File: config.mk
export PLATFORM = sky130hd
export DESIGN_NAME = io_uart_tx
export DESIGN_NICKNAME = d
export VERILOG_FILES = /design/src/rtl/io_hub_pkg.sv /design/src/rtl/io_tx_fifo.sv /design/src/rtl/io_uart_tx.sv
export SDC_FILE = /design/constraint.sdc
export NUM_CORES = 1
export LEC_CHECK = 0
export BUFFER_PORTS_ARGS = -buffer_cell sky130_fd_sc_hd__buf_2
export CAP_MARGIN = 20
export CORE_MARGIN = 2
export CORE_UTILIZATION = 33
export CTS_BUF_LIST = sky130_fd_sc_hd__clkbuf_8
export CTS_CLUSTER_SIZE = 40
export DETAILED_ROUTE_END_ITERATION = 10
export SYNTH_ARGS = -nofsm -noshare
export SYNTH_HDL_FRONTEND = slang
export SYNTH_SLANG_ARGS = --single-unit
File: constraint.sdc
create_clock -name sys_clk -period 2.96 [get_ports sys_clk]
set_input_delay 0 -clock sys_clk [delete_from_list [all_inputs] [get_ports sys_clk]]
set_output_delay 0 -clock sys_clk [all_outputs]
set_load 0.01 [all_outputs]
File: src/rtl/io_hub_pkg.sv
// io_hub_pkg: constants and UART FSM encoding shared by the I/O Hub tx and rx stages.
package io_hub_pkg;

  typedef enum logic [2:0] {
    ST_IDLE   = 3'd0,
    ST_START  = 3'd1,
    ST_DATA   = 3'd2,
    ST_PARITY = 3'd3,
    ST_STOP   = 3'd4
  } uart_state_e;

  localparam logic UART_IDLE_LVL  = 1'b1;
  localparam logic UART_START_LVL = 1'b0;
  localparam int   BYTES_PER_WORD = 4;

  // 50 MHz system clock / 115200 baud
  localparam int UART_CLK_DIV_DEFAULT = 434;

endpackage

File: src/rtl/io_tx_fifo.sv
// io_tx_fifo: synchronous DATA_W x DEPTH word FIFO with show-ahead read data.
module io_tx_fifo
  import io_hub_pkg::*;
#(
  parameter int DATA_W = 32,
  parameter int DEPTH  = 4
) (
  input  logic              sys_clk,
  input  logic              sys_rst,
  input  logic              push_i,
  input  logic [DATA_W-1:0] wr_data_i,
  input  logic              pop_i,
  output logic [DATA_W-1:0] rd_data_o,
  output logic              full_o,
  output logic              empty_o
);

  localparam int AW = $clog2(DEPTH);

  logic [DATA_W-1:0] mem_q [DEPTH];
  logic [AW-1:0]     wr_ptr_q;
  logic [AW-1:0]     rd_ptr_q;
  logic [AW:0]       count_q;
  logic              do_push;
  logic              do_pop;

  assign full_o    = (count_q == (AW+1)'(DEPTH));
  assign empty_o   = (count_q == '0);
  assign do_push   = push_i && !full_o;
  assign do_pop    = pop_i && !empty_o;
  assign rd_data_o = mem_q[rd_ptr_q];

  // Pointers wrap naturally; DEPTH is a power of two.
  always_ff @(posedge sys_clk or negedge sys_rst) begin
    if (!sys_rst) begin
      wr_ptr_q <= '0;
      rd_ptr_q <= '0;
      count_q  <= '0;
    end else begin
      if (do_push) wr_ptr_q <= wr_ptr_q + 1'b1;
      if (do_pop)  rd_ptr_q <= rd_ptr_q + 1'b1;
      case ({do_push, do_pop})
        2'b10:   count_q <= count_q + 1'b1;
        2'b01:   count_q <= count_q - 1'b1;
        default: count_q <= count_q;
      endcase
    end
  end

  always_ff @(posedge sys_clk) begin
    if (do_push) mem_q[wr_ptr_q] <= wr_data_i;
  end

endmodule

File: src/rtl/io_uart_tx.sv
// io_uart_tx: buffers 32-bit words and sends them as 4 UART frames, LSB byte first.
// Build option IO_UART_TX_PARITY_EN adds an even parity bit (8E1); default is 8N1.
//
// state  | meaning
// IDLE   | line high, waiting for a buffered word
// START  | start bit, line low
// DATA   | 8 data bits, LSB first
// PARITY | even parity of the byte (parity builds only)
// STOP   | stop bit, then next byte, next word, or idle
module io_uart_tx
  import io_hub_pkg::*;
#(
  parameter int CLK_DIV    = UART_CLK_DIV_DEFAULT,
  parameter int FIFO_DEPTH = 4,
  parameter int DATA_W     = 32
) (
  input  logic              sys_clk,
  input  logic              sys_rst,
  input  logic              word_vld_i,
  output logic              word_rdy_o,
  input  logic [DATA_W-1:0] word_i,
  output logic              tx_o,
  output logic              busy_o,
  output logic              fifo_full_o,
  output logic              fifo_empty_o
);

  localparam int             CW        = $clog2(CLK_DIV);
  localparam logic [CW-1:0]  BAUD_LAST = CW'(CLK_DIV - 1);
  localparam logic [1:0]     LAST_BYTE = 2'(BYTES_PER_WORD - 1);

  uart_state_e       state_q, state_d;
  logic [CW-1:0]     baud_q, baud_d;
  logic [2:0]        bit_q, bit_d;
  logic [1:0]        byte_q, byte_d;
  logic [DATA_W-1:0] shift_q, shift_d;
  logic              tx_q, tx_d;
  logic              baud_tick;
  logic              fifo_pop;
  logic [DATA_W-1:0] fifo_rd_data;
`ifdef IO_UART_TX_PARITY_EN
  logic              par_q, par_d;
`endif

  io_tx_fifo #(
    .DATA_W (DATA_W),
    .DEPTH  (FIFO_DEPTH)
  ) u_fifo (
    .sys_clk   (sys_clk),
    .sys_rst   (sys_rst),
    .push_i    (word_vld_i),
    .wr_data_i (word_i),
    .pop_i     (fifo_pop),
    .rd_data_o (fifo_rd_data),
    .full_o    (fifo_full_o),
    .empty_o   (fifo_empty_o)
  );

  assign baud_tick  = (baud_q == BAUD_LAST);
  assign word_rdy_o = !fifo_full_o;
  assign busy_o     = (state_q != ST_IDLE) || !fifo_empty_o;
  assign tx_o       = tx_q;

  always_comb begin
    state_d  = state_q;
    baud_d   = baud_q;
    bit_d    = bit_q;
    byte_d   = byte_q;
    shift_d  = shift_q;
    fifo_pop = 1'b0;
`ifdef IO_UART_TX_PARITY_EN
    par_d    = par_q;
`endif
    if (state_q != ST_IDLE) baud_d = baud_tick ? '0 : baud_q + 1'b1;

    case (state_q)
      ST_IDLE: begin
        if (!fifo_empty_o) begin
          fifo_pop = 1'b1;
          shift_d  = fifo_rd_data;
          byte_d   = '0;
          baud_d   = '0;
          state_d  = ST_START;
        end
      end
      ST_START: begin
        if (baud_tick) begin
          bit_d   = '0;
          state_d = ST_DATA;
`ifdef IO_UART_TX_PARITY_EN
          par_d   = 1'b0;
`endif
        end
      end
      ST_DATA: begin
        // Shifting right leaves the next byte in shift_q[7:0] after 8 bits.
        if (baud_tick) begin
          shift_d = shift_q >> 1;
          bit_d   = bit_q + 3'd1;
`ifdef IO_UART_TX_PARITY_EN
          par_d   = par_q ^ shift_q[0];
          if (bit_q == 3'd7) state_d = ST_PARITY;
`else
          if (bit_q == 3'd7) state_d = ST_STOP;
`endif
        end
      end
      ST_PARITY: begin
        if (baud_tick) state_d = ST_STOP;
      end
      ST_STOP: begin
        if (baud_tick) begin
          if (byte_q != LAST_BYTE) begin
            byte_d  = byte_q + 2'd1;
            state_d = ST_START;
          end else if (!fifo_empty_o) begin
            fifo_pop = 1'b1;
            shift_d  = fifo_rd_data;
            byte_d   = '0;
            state_d  = ST_START;
          end else begin
            state_d  = ST_IDLE;
          end
        end
      end
      default: state_d = ST_IDLE;
    endcase
  end

  // Line level follows the current state one cycle later (registered output).
  always_comb begin
    tx_d = UART_IDLE_LVL;
    case (state_q)
      ST_START:  tx_d = UART_START_LVL;
      ST_DATA:   tx_d = shift_q[0];
`ifdef IO_UART_TX_PARITY_EN
      ST_PARITY: tx_d = par_q;
`endif
      default:   tx_d = UART_IDLE_LVL;
    endcase
  end

  always_ff @(posedge sys_clk or negedge sys_rst) begin
    if (!sys_rst) begin
      state_q <= ST_IDLE;
      baud_q  <= '0;
      bit_q   <= '0;
      byte_q  <= '0;
      shift_q <= '0;
      tx_q    <= UART_IDLE_LVL;
`ifdef IO_UART_TX_PARITY_EN
      par_q   <= 1'b0;
`endif
    end else begin
      state_q <= state_d;
      baud_q  <= baud_d;
      bit_q   <= bit_d;
      byte_q  <= byte_d;
      shift_q <= shift_d;
      tx_q    <= tx_d;
`ifdef IO_UART_TX_PARITY_EN
      par_q   <= par_d;
`endif
    end
  end

endmodule

==> qor.txt <==
Status: complete, no violations
Top cells by instance count after synthesis: edfxtp_1, nand2_1, dfrtp_1, mux4_2, mux2_4
Share of synthesized registers carrying an async set or reset: 30.8%
Startpoint types: register
DRC violations left: 0
Clk pin slew, worst setup/hold paths: 100 ps
Chip width: 157 microns
H-tree lvl count: 4
Synth area leaders: edfxtp_1, dfrtp_1, mux4_2
Yosys reg bits: 185
Switch Pwr: 1.49 mW
Final setup viols: 0
Net Count, Synth: 523
Dominant synthesized flop cell: edfxtp_1
Static leakage: 3.56 nW
Die area: 0.0247 sq mm
Relative slew slack: 34.6%
Worst Tran Pin Value: 982 ps
Worst skew pair latency: 450 ps
Synth warnings: 0
Antenna-violating nets left: 0
Num Clock Sinks: 185
Power share of the combinational group: 12.4%
Mapped Area: 0.00773 sq mm
Largest area contributor in the netlist: edfxtp_1
PwrDens: 634 mW/mm^2
WL per Instance: 15.6 microns
Area share of the largest cell type after synthesis: 49.7%
Synth Area per Inst: 16.2 sq um
Max-slew violations: 0
Clock power frac: 30.3%
Register area: 0.00527 sq mm
Total GRT Usage: 11.9%
Count leader, synth: edfxtp_1
Post-Synthesis Cells: 477
Worst slack, placed: 355 ps
Post-synth EDFFs: 128
Final-layout fill cell count: 2125
Largest net degree at the start of global routing: 38
Core area: 0.0228 sq mm
Post-CTS sizing: 0
FMAX: 0.382 GHz
Footprint of the multi-input gates: 0.00231 sq mm
Routed vias/inst: 4.71
GP Congestion: 0.815
Maximum VDD drop: 0.294 mV
Required time worst endpoint: 3290 ps
Row cnt: 55
Layout cells sized above 1: 26.5%
Hold crit path type: in -> async
GRT overflow: 0
Switching Fraction: 25.9%
Vias in the first global route: 4268
Vias: 4155
RSZ-0062 raised after global routing: false
Post-synth cell types: 51
Area Growth Syn to Fin: 17.3%
CP endpoint kind: register
Clock Tree Buf Depth: 2
Internal Dissipation: 4.26 mW
Crit-path max FO: 32
Max Cap Viol: 0
DR pass1 iterations: 4
CTS tree: built
Num ports: 40
CP Class: reg -> reg
Diode count: 0
Critical Path AT: 2950 ps
Hpwl dp: 8290 microns
Fin nets: 602
Fin Setup TNS: 0 ps
Total length of routed wires: 13800 microns
Fin crit share: 88.5%
Num CTS Buffers: 17
Die Span Y: 157 microns
Antenna violations before repair: 0
Sequential area share after synthesis: 68.2%
Worst Skew: 13.9 ps
Clock period minus final worst setup slack: 2620 ps
Worst setup margin: 340 ps
First-pass GRT wire length: 22600 microns
Number of I/O port buffers: 39
Initial DRC count: 235
Initial Util: 33.8%
Share of power burned in registers: 57.3%
Clock root buffer: clkbuf_8
Hold Violations, Final: 0
## through the flow
step	hold WS [ps]	total power, mW	instances	util, %	area [sq um]
after floorplan	-296	3.76	477	-	7730
after global placement	149	4.02	816	36.3	8300
after detailed placement	162	4.06	816	36.3	8300
after CTS	218	5.83	882	39.7	9060
after global routing	259	6.02	882	39.7	9060
final	203	5.75	882	39.7	9060
## flip-flops by register name, indices dropped and copies added, names as in the netlist
| signal | cells |
|---|---|
| tx_o | 1 |
| bit_q | 3 |
| shift_q | 32 |
| u_fifo.count_q | 3 |
| u_fifo.mem_q | 128 |
| byte_q | 2 |
| u_fifo.wr_ptr_q | 2 |
| state_q | 3 |
| u_fifo.rd_ptr_q | 2 |
| baud_q | 9 |
## repair_timing
| item | CTS | global route |
|---|---|---|
| setup buffers | 0 | 0 |
| hold endpoints to repair | 165 | 0 |
| hold buffers | 34 | 0 |
## worst paths after layout
path,cells past startpoint,slack [ps],endpoint,start
min in group sys_clk,2,290,u_fifo.mem_q[1][15]$_DFFE_PP_,word_i[15]
worst min register to register,1,510,shift_q[1]$_DFFE_PN0P_,shift_q[1]$_DFFE_PN0P_
max in group asynchronous,3,1950,shift_q[26]$_DFFE_PN0P_,sys_rst
worst max-delay path,5,340,shift_q[1]$_DFFE_PN0P_,baud_q[0]$_DFF_PN0_
worst max register to register,5,340,shift_q[1]$_DFFE_PN0P_,baud_q[0]$_DFF_PN0_
worst min-delay path,2,200,baud_q[7]$_DFF_PN0_,sys_rst
## routing by layer
metal  vias to the layer above  routed length (microns)  global-route usage (%)
met5                         -                        0                       0
met4                         0                      199                    3.51
met3                        14                      423                    3.14
met2                        67                     6820                    19.4
met1                      2138                     6330                    15.7
li1                       1936                        -                       -
## cell type report
type	count	area share, %
Multi-Input combinational cell	259	25.5
Clock inverter	15	2.06
Tap cell	313	4.32
Sequential cell	185	58.2
Timing Repair Buffer	82	6.93
Clock buffer	17	2.58
Inverter	11	0.456
## kinds of logic after synthesis
kind of cell	after synthesis	share of synthesized area [%]
xor gates and xnor gates	9	1.02
DFF	185	68.2
AOI/OAI and AO/OA	33	3.00
adders and majority gates	11	1.88
muxes	68	15.9
buffers and inverters	33	1.99
and+or+nand+nor	138	7.97
## placed cells by master, fill, tap and decap left out, types with 4 or more instances in the layout
cell	instances
clkbuf_8	17
nand2_1	104
buf_2	39
xnor2_1	6
mux2_4	29
mux4_2	32
a31oi_1	5
dlygate4sd3_1	34
a21oi_1	6
and3_1	4
edfxtp_1	128
dfrtp_1	55
nand3_1	6
o21ai_0	7
ha_1	10
buf_4	7
inv_1	12
nor2_1	6
## worst max-delay path, stage by stage, from the launching register on
cell and delay [ps]:
dfrtp_1 450, ha_1 240, and4b_1 250, a21oi_2 340, a2111o_2 840, mux2_1 380
## power groups by stage
stage / clock, mW / combinational, mW / sequential, mW
3_3_place_gp: 0 / 0.683 / 3.33
2_1_floorplan: 0 / 0.430 / 3.33
6_report: 1.74 / 0.712 / 3.29
5_1_grt: 1.90 / 0.795 / 3.33
4_1_cts: 1.80 / 0.735 / 3.30
3_5_place_dp: 0 / 0.697 / 3.36
Note: power is estimated with default switching activity, not from simulation.
